### src/rtl/reorder_buffer_if.sv
// reorder_buffer_if: dispatch, result broadcast, operand query, commit and flush signals of the reorder buffer
interface reorder_buffer_if #(parameter int TAG_W = 4);
  logic             rdy;
  logic             in_dispatch_valid;
  logic [4:0]       in_dispatch_dest_reg;
  logic             in_dispatch_is_branch;
  logic             in_dispatch_pred_taken;
  logic [31:0]      in_dispatch_pc;
  logic [TAG_W-1:0] out_dispatch_tag;
  logic             out_full;
  logic             in_cdb_valid;
  logic [TAG_W-1:0] in_cdb_tag;
  logic [31:0]      in_cdb_value;
  logic             in_cdb_taken;
  logic [31:0]      in_cdb_target;
  logic [TAG_W-1:0] in_query_tag1;
  logic [TAG_W-1:0] in_query_tag2;
  logic             out_query_ready1;
  logic             out_query_ready2;
  logic [31:0]      out_query_value1;
  logic [31:0]      out_query_value2;
  logic             out_commit_valid;
  logic [4:0]       out_commit_reg;
  logic [TAG_W-1:0] out_commit_rob;
  logic [31:0]      out_commit_value;
  logic             out_flush;
  logic [31:0]      out_flush_pc;
  modport master (
    output rdy, in_dispatch_valid, in_dispatch_dest_reg, in_dispatch_is_branch, in_dispatch_pred_taken,
           in_dispatch_pc, in_cdb_valid, in_cdb_tag, in_cdb_value, in_cdb_taken, in_cdb_target,
           in_query_tag1, in_query_tag2,
    input  out_dispatch_tag, out_full, out_query_ready1, out_query_ready2, out_query_value1,
           out_query_value2, out_commit_valid, out_commit_reg, out_commit_rob, out_commit_value,
           out_flush, out_flush_pc
  );
  modport slave (
    input  rdy, in_dispatch_valid, in_dispatch_dest_reg, in_dispatch_is_branch, in_dispatch_pred_taken,
           in_dispatch_pc, in_cdb_valid, in_cdb_tag, in_cdb_value, in_cdb_taken, in_cdb_target,
           in_query_tag1, in_query_tag2,
    output out_dispatch_tag, out_full, out_query_ready1, out_query_ready2, out_query_value1,
           out_query_value2, out_commit_valid, out_commit_reg, out_commit_rob, out_commit_value,
           out_flush, out_flush_pc
  );
endinterface

### src/rtl/reorder_buffer.sv
// reorder_buffer: circular in-order retirement queue with CDB completion, operand forwarding and branch misprediction flush
module reorder_buffer #(
  parameter int ROB_DEPTH = 16,
  parameter int TAG_W = 4
) (
  input logic clk,
  input logic rst,
  reorder_buffer_if.slave rob
);
  logic [TAG_W-1:0] head_q, head_d, tail_q, tail_d;
  logic [TAG_W:0]   count_q, count_d;
  logic [ROB_DEPTH-1:0] ready_q, ready_d;
  logic [4:0]  dest_q   [ROB_DEPTH];
  logic        branch_q [ROB_DEPTH];
  logic        pred_q   [ROB_DEPTH];
  logic        taken_q  [ROB_DEPTH];
  logic [31:0] pc_q     [ROB_DEPTH];
  logic [31:0] value_q  [ROB_DEPTH];
  logic [31:0] target_q [ROB_DEPTH];
  logic             commit_valid_q, flush_q;
  logic [4:0]       commit_reg_q;
  logic [TAG_W-1:0] commit_rob_q;
  logic [31:0]      commit_value_q, flush_pc_q;
  logic full, flush, disp, commit, cdb_hit, mispredict;
  logic [TAG_W-1:0] cdb_off;
  assign full = count_q == (TAG_W+1)'(ROB_DEPTH);
  assign flush = flush_q & rob.rdy;
  assign disp = rob.in_dispatch_valid & ~full & rob.rdy & ~flush;
  assign commit = rob.rdy & ~flush & (count_q != '0) & ready_q[head_q];
  assign cdb_off = rob.in_cdb_tag - head_q;
  assign cdb_hit = rob.rdy & ~flush & rob.in_cdb_valid & ({1'b0, cdb_off} < count_q) & ~ready_q[rob.in_cdb_tag];
  assign mispredict = branch_q[head_q] & (taken_q[head_q] != pred_q[head_q]);
  always_comb begin
    ready_d = ready_q;
    if (disp) ready_d[tail_q] = 1'b0;
    if (cdb_hit) ready_d[rob.in_cdb_tag] = 1'b1;
    if (flush) ready_d = '0;
    head_d = flush ? '0 : head_q + TAG_W'(commit);
    tail_d = flush ? '0 : tail_q + TAG_W'(disp);
    count_d = flush ? '0 : count_q + (TAG_W+1)'(disp) - (TAG_W+1)'(commit);
  end
  always_ff @(posedge clk) begin
    if (rst) begin
      head_q <= '0;
      tail_q <= '0;
      count_q <= '0;
      ready_q <= '0;
      commit_valid_q <= 1'b0;
      flush_q <= 1'b0;
      commit_reg_q <= '0;
      commit_rob_q <= '0;
      commit_value_q <= '0;
      flush_pc_q <= '0;
    end else if (rob.rdy) begin
      head_q <= head_d;
      tail_q <= tail_d;
      count_q <= count_d;
      ready_q <= ready_d;
      commit_valid_q <= commit;
      flush_q <= commit & mispredict;
      if (commit) begin
        commit_reg_q <= dest_q[head_q];
        commit_rob_q <= head_q;
        commit_value_q <= value_q[head_q];
      end
      if (commit & mispredict)
        flush_pc_q <= taken_q[head_q] ? target_q[head_q] : pc_q[head_q] + 32'd4;
    end
  end
  always_ff @(posedge clk) begin
    if (!rst && disp) begin
      dest_q[tail_q] <= rob.in_dispatch_dest_reg;
      branch_q[tail_q] <= rob.in_dispatch_is_branch;
      pred_q[tail_q] <= rob.in_dispatch_pred_taken;
      pc_q[tail_q] <= rob.in_dispatch_pc;
    end
    if (!rst && cdb_hit) begin
      value_q[rob.in_cdb_tag] <= rob.in_cdb_value;
      taken_q[rob.in_cdb_tag] <= rob.in_cdb_taken;
      target_q[rob.in_cdb_tag] <= rob.in_cdb_target;
    end
  end
  assign rob.out_dispatch_tag = tail_q;
  assign rob.out_full = full;
  assign rob.out_query_ready1 = (rob.in_cdb_valid && rob.in_cdb_tag == rob.in_query_tag1) ? 1'b1 : ready_q[rob.in_query_tag1];
  assign rob.out_query_ready2 = (rob.in_cdb_valid && rob.in_cdb_tag == rob.in_query_tag2) ? 1'b1 : ready_q[rob.in_query_tag2];
  assign rob.out_query_value1 = (rob.in_cdb_valid && rob.in_cdb_tag == rob.in_query_tag1) ? rob.in_cdb_value : value_q[rob.in_query_tag1];
  assign rob.out_query_value2 = (rob.in_cdb_valid && rob.in_cdb_tag == rob.in_query_tag2) ? rob.in_cdb_value : value_q[rob.in_query_tag2];
  assign rob.out_commit_valid = commit_valid_q & rob.rdy;
  assign rob.out_commit_reg = commit_reg_q;
  assign rob.out_commit_rob = commit_rob_q;
  assign rob.out_commit_value = commit_value_q;
  assign rob.out_flush = flush;
  assign rob.out_flush_pc = flush_pc_q;
endmodule

### src/flat_wrapper.sv
// flat-port wrapper written by rule: the top's interface ports become plain ports
module reorder_buffer_flat 
#(
  parameter int ROB_DEPTH = 16,
  parameter int TAG_W = 4
)
  (clk, rst, rob_rdy, rob_in_dispatch_valid, rob_in_dispatch_dest_reg, rob_in_dispatch_is_branch, rob_in_dispatch_pred_taken, rob_in_dispatch_pc, rob_in_cdb_valid, rob_in_cdb_tag, rob_in_cdb_value, rob_in_cdb_taken, rob_in_cdb_target, rob_in_query_tag1, rob_in_query_tag2, rob_out_dispatch_tag, rob_out_full, rob_out_query_ready1, rob_out_query_ready2, rob_out_query_value1, rob_out_query_value2, rob_out_commit_valid, rob_out_commit_reg, rob_out_commit_rob, rob_out_commit_value, rob_out_flush, rob_out_flush_pc);
  reorder_buffer_if #(.TAG_W(TAG_W)) rob_i ();
  input logic clk;
  input logic rst;
  input wire logic [$bits(rob_i.rdy)-1:0] rob_rdy;
  input wire logic [$bits(rob_i.in_dispatch_valid)-1:0] rob_in_dispatch_valid;
  input wire logic [$bits(rob_i.in_dispatch_dest_reg)-1:0] rob_in_dispatch_dest_reg;
  input wire logic [$bits(rob_i.in_dispatch_is_branch)-1:0] rob_in_dispatch_is_branch;
  input wire logic [$bits(rob_i.in_dispatch_pred_taken)-1:0] rob_in_dispatch_pred_taken;
  input wire logic [$bits(rob_i.in_dispatch_pc)-1:0] rob_in_dispatch_pc;
  input wire logic [$bits(rob_i.in_cdb_valid)-1:0] rob_in_cdb_valid;
  input wire logic [$bits(rob_i.in_cdb_tag)-1:0] rob_in_cdb_tag;
  input wire logic [$bits(rob_i.in_cdb_value)-1:0] rob_in_cdb_value;
  input wire logic [$bits(rob_i.in_cdb_taken)-1:0] rob_in_cdb_taken;
  input wire logic [$bits(rob_i.in_cdb_target)-1:0] rob_in_cdb_target;
  input wire logic [$bits(rob_i.in_query_tag1)-1:0] rob_in_query_tag1;
  input wire logic [$bits(rob_i.in_query_tag2)-1:0] rob_in_query_tag2;
  output wire logic [$bits(rob_i.out_dispatch_tag)-1:0] rob_out_dispatch_tag;
  output wire logic [$bits(rob_i.out_full)-1:0] rob_out_full;
  output wire logic [$bits(rob_i.out_query_ready1)-1:0] rob_out_query_ready1;
  output wire logic [$bits(rob_i.out_query_ready2)-1:0] rob_out_query_ready2;
  output wire logic [$bits(rob_i.out_query_value1)-1:0] rob_out_query_value1;
  output wire logic [$bits(rob_i.out_query_value2)-1:0] rob_out_query_value2;
  output wire logic [$bits(rob_i.out_commit_valid)-1:0] rob_out_commit_valid;
  output wire logic [$bits(rob_i.out_commit_reg)-1:0] rob_out_commit_reg;
  output wire logic [$bits(rob_i.out_commit_rob)-1:0] rob_out_commit_rob;
  output wire logic [$bits(rob_i.out_commit_value)-1:0] rob_out_commit_value;
  output wire logic [$bits(rob_i.out_flush)-1:0] rob_out_flush;
  output wire logic [$bits(rob_i.out_flush_pc)-1:0] rob_out_flush_pc;
  assign rob_i.rdy = rob_rdy;
  assign rob_i.in_dispatch_valid = rob_in_dispatch_valid;
  assign rob_i.in_dispatch_dest_reg = rob_in_dispatch_dest_reg;
  assign rob_i.in_dispatch_is_branch = rob_in_dispatch_is_branch;
  assign rob_i.in_dispatch_pred_taken = rob_in_dispatch_pred_taken;
  assign rob_i.in_dispatch_pc = rob_in_dispatch_pc;
  assign rob_i.in_cdb_valid = rob_in_cdb_valid;
  assign rob_i.in_cdb_tag = rob_in_cdb_tag;
  assign rob_i.in_cdb_value = rob_in_cdb_value;
  assign rob_i.in_cdb_taken = rob_in_cdb_taken;
  assign rob_i.in_cdb_target = rob_in_cdb_target;
  assign rob_i.in_query_tag1 = rob_in_query_tag1;
  assign rob_i.in_query_tag2 = rob_in_query_tag2;
  assign rob_out_dispatch_tag = rob_i.out_dispatch_tag;
  assign rob_out_full = rob_i.out_full;
  assign rob_out_query_ready1 = rob_i.out_query_ready1;
  assign rob_out_query_ready2 = rob_i.out_query_ready2;
  assign rob_out_query_value1 = rob_i.out_query_value1;
  assign rob_out_query_value2 = rob_i.out_query_value2;
  assign rob_out_commit_valid = rob_i.out_commit_valid;
  assign rob_out_commit_reg = rob_i.out_commit_reg;
  assign rob_out_commit_rob = rob_i.out_commit_rob;
  assign rob_out_commit_value = rob_i.out_commit_value;
  assign rob_out_flush = rob_i.out_flush;
  assign rob_out_flush_pc = rob_i.out_flush_pc;
  reorder_buffer #(.ROB_DEPTH(ROB_DEPTH), .TAG_W(TAG_W)) u_core (.clk(clk), .rst(rst), .rob(rob_i));
endmodule
### config.mk
export PLATFORM = sky130hd
export DESIGN_NAME = reorder_buffer_flat
export DESIGN_NICKNAME = d
export VERILOG_FILES = /design/src/rtl/reorder_buffer_if.sv /design/src/rtl/reorder_buffer.sv /design/src/flat_wrapper.sv
export SDC_FILE = /design/constraint.sdc
export NUM_CORES = 2
export LEC_CHECK = 0
export ABC_CLOCK_PERIOD_IN_PS = 8400
export BUFFER_PORTS_ARGS = -buffer_cell sky130_fd_sc_hd__clkbuf_2
export CORE_ASPECT_RATIO = 0.75
export CORE_MARGIN = 4
export CORE_UTILIZATION = 50
export CTS_BUF_LIST = sky130_fd_sc_hd__clkbuf_4 sky130_fd_sc_hd__clkbuf_8
export DETAILED_ROUTE_END_ITERATION = 8
export HOLD_SLACK_MARGIN = 0.12
export PLACE_DENSITY = 0.71
export SLEW_MARGIN = 10
export SYNTH_ARGS = -nofsm -noshare
export SYNTH_HDL_FRONTEND = slang
export SYNTH_SLANG_ARGS = --single-unit
### constraint.sdc
create_clock -name clk -period 8.4 [get_ports clk]
set_clock_uncertainty 0.1 [all_clocks]
set_input_delay 0.42 -clock clk [delete_from_list [all_inputs] [get_ports clk]]
set_output_delay 0.42 -clock clk [all_outputs]
set_load 0.05 [all_outputs]
==> metrics.csv <==
metric,value,unit
fp-row-count,124,
ios,267,
area_growth,13.2,%
route.detailed.drc,0,
layout.cells.non_filler,6301,
clock_sinks,1772,
drive_gt1_share,40.5,%
ys_seq_area_share,67.6,%
cts_hold_buffers,110,
numCtsBuffers,290,
grt_pass1_vias,41100,
ys_ff_latch,1772,
grt_max_degree,100,
slew_headroom,27.6,%
min_period_over_period,61.1,%
top_regs,"u_core.pc_q: 512 flops, u_core.target_q: 512 flops, u_core.value_q: 512 flops",
synth_area,77100,um^2
drt_iter0_markers,5300,
drv_slew,0,
antenna_found_initial,16,
clkLatencyLatePin,0.99,ns
crit_type,flip-flop to flip-flop,
cp-end-kind,flip-flop,
p_leak,0.0275,uW
worstMarginPinSlew,1.08,ns
syn_inst,3557,
fin_setup_tns,0,ns
core_area,153000,um^2
viasPerCell,6.54,
htree_levels,5,
synth-main-ff-cell,edfxtp_1,
cap_violations,0,
postRouteAntennaNets,0,
wl,199000,um
overflow,0,
fin_nets,4207,
period_minus_slack,5.13,ns
vdd_drop_max,0.000165,V
clkTransAtPathRegs,0.06,ns
synth_edf_count,1664,
syn-num-nets,3697,
hold_viol_final,0,
die_area,161000,um^2
cts_tree,done,
die_y,348,um
numPlacedInstances,5679,
final_cell_mix,"edfxtp_1 (1664), mux4_2 (800), clkbuf_8 (299), clkbuf_2 (259), dlygate4sd3_1 (110)",
via_count,41200,
cts_root_buffer,clkbuf_8,
drtPass1Iterations,6,
setup_ws,3.27,ns
layout_commonest_cell,edfxtp_1,
timing.fmax,0.195,GHz
gp_congestion,0.815,
startpoint_type,flip-flop,
syn_area_per_cell,21.7,um^2
power_density,204,nW/um^2
min_path_type,input pin to flip-flop,
fin_util,57.1,%
grt_pass1_wl,290000,um
wl_per_cell,31.6,um
setup_viol,0,
worstPathMaxFanout,48,
clockBufferDepth,4,
numPortBuffers,266,
cts_resized,0,
rsz0062_at_grt,false,
start_util,50.4,%
dpl_worst_slack,3.20,ns
synthArstFlopShare,0,%
postCtsSetupBuffers,0,
ys_types,75,
dp.final_hpwl,113000,um
track_usage,24.9,%
yosysWarnings,0,
status,"finished, final reports clean",
arrival,5.62,ns
die_w,461,um
cp.required,8.89,ns
power breakdown:
part,total (uW),switching [uW],internal [uW]
Combinational,871,556,315
Clock,7240,3320,3930
Sequential,9690,12.0,9680
Total,17800,3880,13900
critical path: stages, from the launching register on:
cell and delay (ns):
dfxtp_4 0.81, inv_1 0.24, fa_1 0.52, ha_1 0.28, a21boi_0 0.12, o21ai_0 0.15, nand2b_1 0.07, a21oi_1 0.18
o21ai_0 0.17, nor2_1 0.12, nand2_1 0.32, nor2_4 0.78, buf_4 0.82
synthesized netlist by cell type, drive strengths merged (5+ instances only):
library cell  instances  area (um^2)
o21ai                46          234
nand4                 7         58.8
nor2b                 5         31.3
mux2                 67          754
a22o                  7         66.3
nand3                27          145
xnor2                17          149
buf                 121          833
xor2                 19          166
a211oi                7         52.6
nand2                60          230
and2                  5         31.3
a22oi                40          300
dfxtp               108         2160
clkbuf              128          494
a311oi                6         52.6
nand3b                5         50.1
nor3                 13         65.1
mux4                834        18900
mux2i                49          494
nor4                  7         43.8
a31oi                10         62.6
a21oi                37          185
nor4b                 5         56.3
inv                  19         71.3
or3                   8         50.1
ha                   17          213
nand2b               23          144
o211ai                6         45.0
nor2                141          534
edfxtp             1664        50000
a211o                 7         61.3
per-stage QoR:
step,area (um^2),total power (uW),hold WS [ns]
after detailed placement,80600,10700,0.345
after global routing,87300,18400,0.265
after CTS,87200,17900,0.160
final,87300,17800,0.263
after floorplan,77100,10400,0.332
after global placement,80600,10700,0.343
cell type report:
type	count	area, um^2
Fill cell	11000	65500
Sequential cell	1772	52200
Multi-Input combinational cell	1516	23800
Clock buffer	393	4820
Timing Repair Buffer	468	3230
Tap cell	2016	2520
Clock inverter	104	647
Inverter	19	75.1
Antenna cell	13	32.5
metal layers:
layer	vias up	share of wire, %	GRT usage (%)
met5	-	0.018	0
met4	6	2.6	7.67
met3	335	9.4	5.15
met2	2448	47	37.2
met1	21900	41	37.6
li1	16500	-	-
worst paths after layout:
path                                            start                       to  slack [ns]  cells after the start
worst max register to register       u_core.head_q[1]  u_core.target_q[10][14]        3.27                     12
worst min register to register  u_core.commit_valid_q    u_core.commit_valid_q        0.35                      2
worst max-delay path                 u_core.head_q[1]  u_core.target_q[10][14]        3.27                     12
worst min-delay path                rob_in_cdb_tag[1]       u_core.ready_q[15]        0.26                      3
cells by family (layout without fill, tap and decap cells):
kind of cell    count (synthesis)  in the layout  synth area share (%)
simple gates                  331            331                  2.14
flops                        1772           1772                  67.6
other cells                     0             13                     0
xor+xnor                       36             36                 0.409
buf+inv                       269            984                  1.83
mux                           950            950                  26.2
compound gates                180            180                  1.53
fa+ha+maj                      19             19                 0.328
Power figures use the tool's default switching activity.
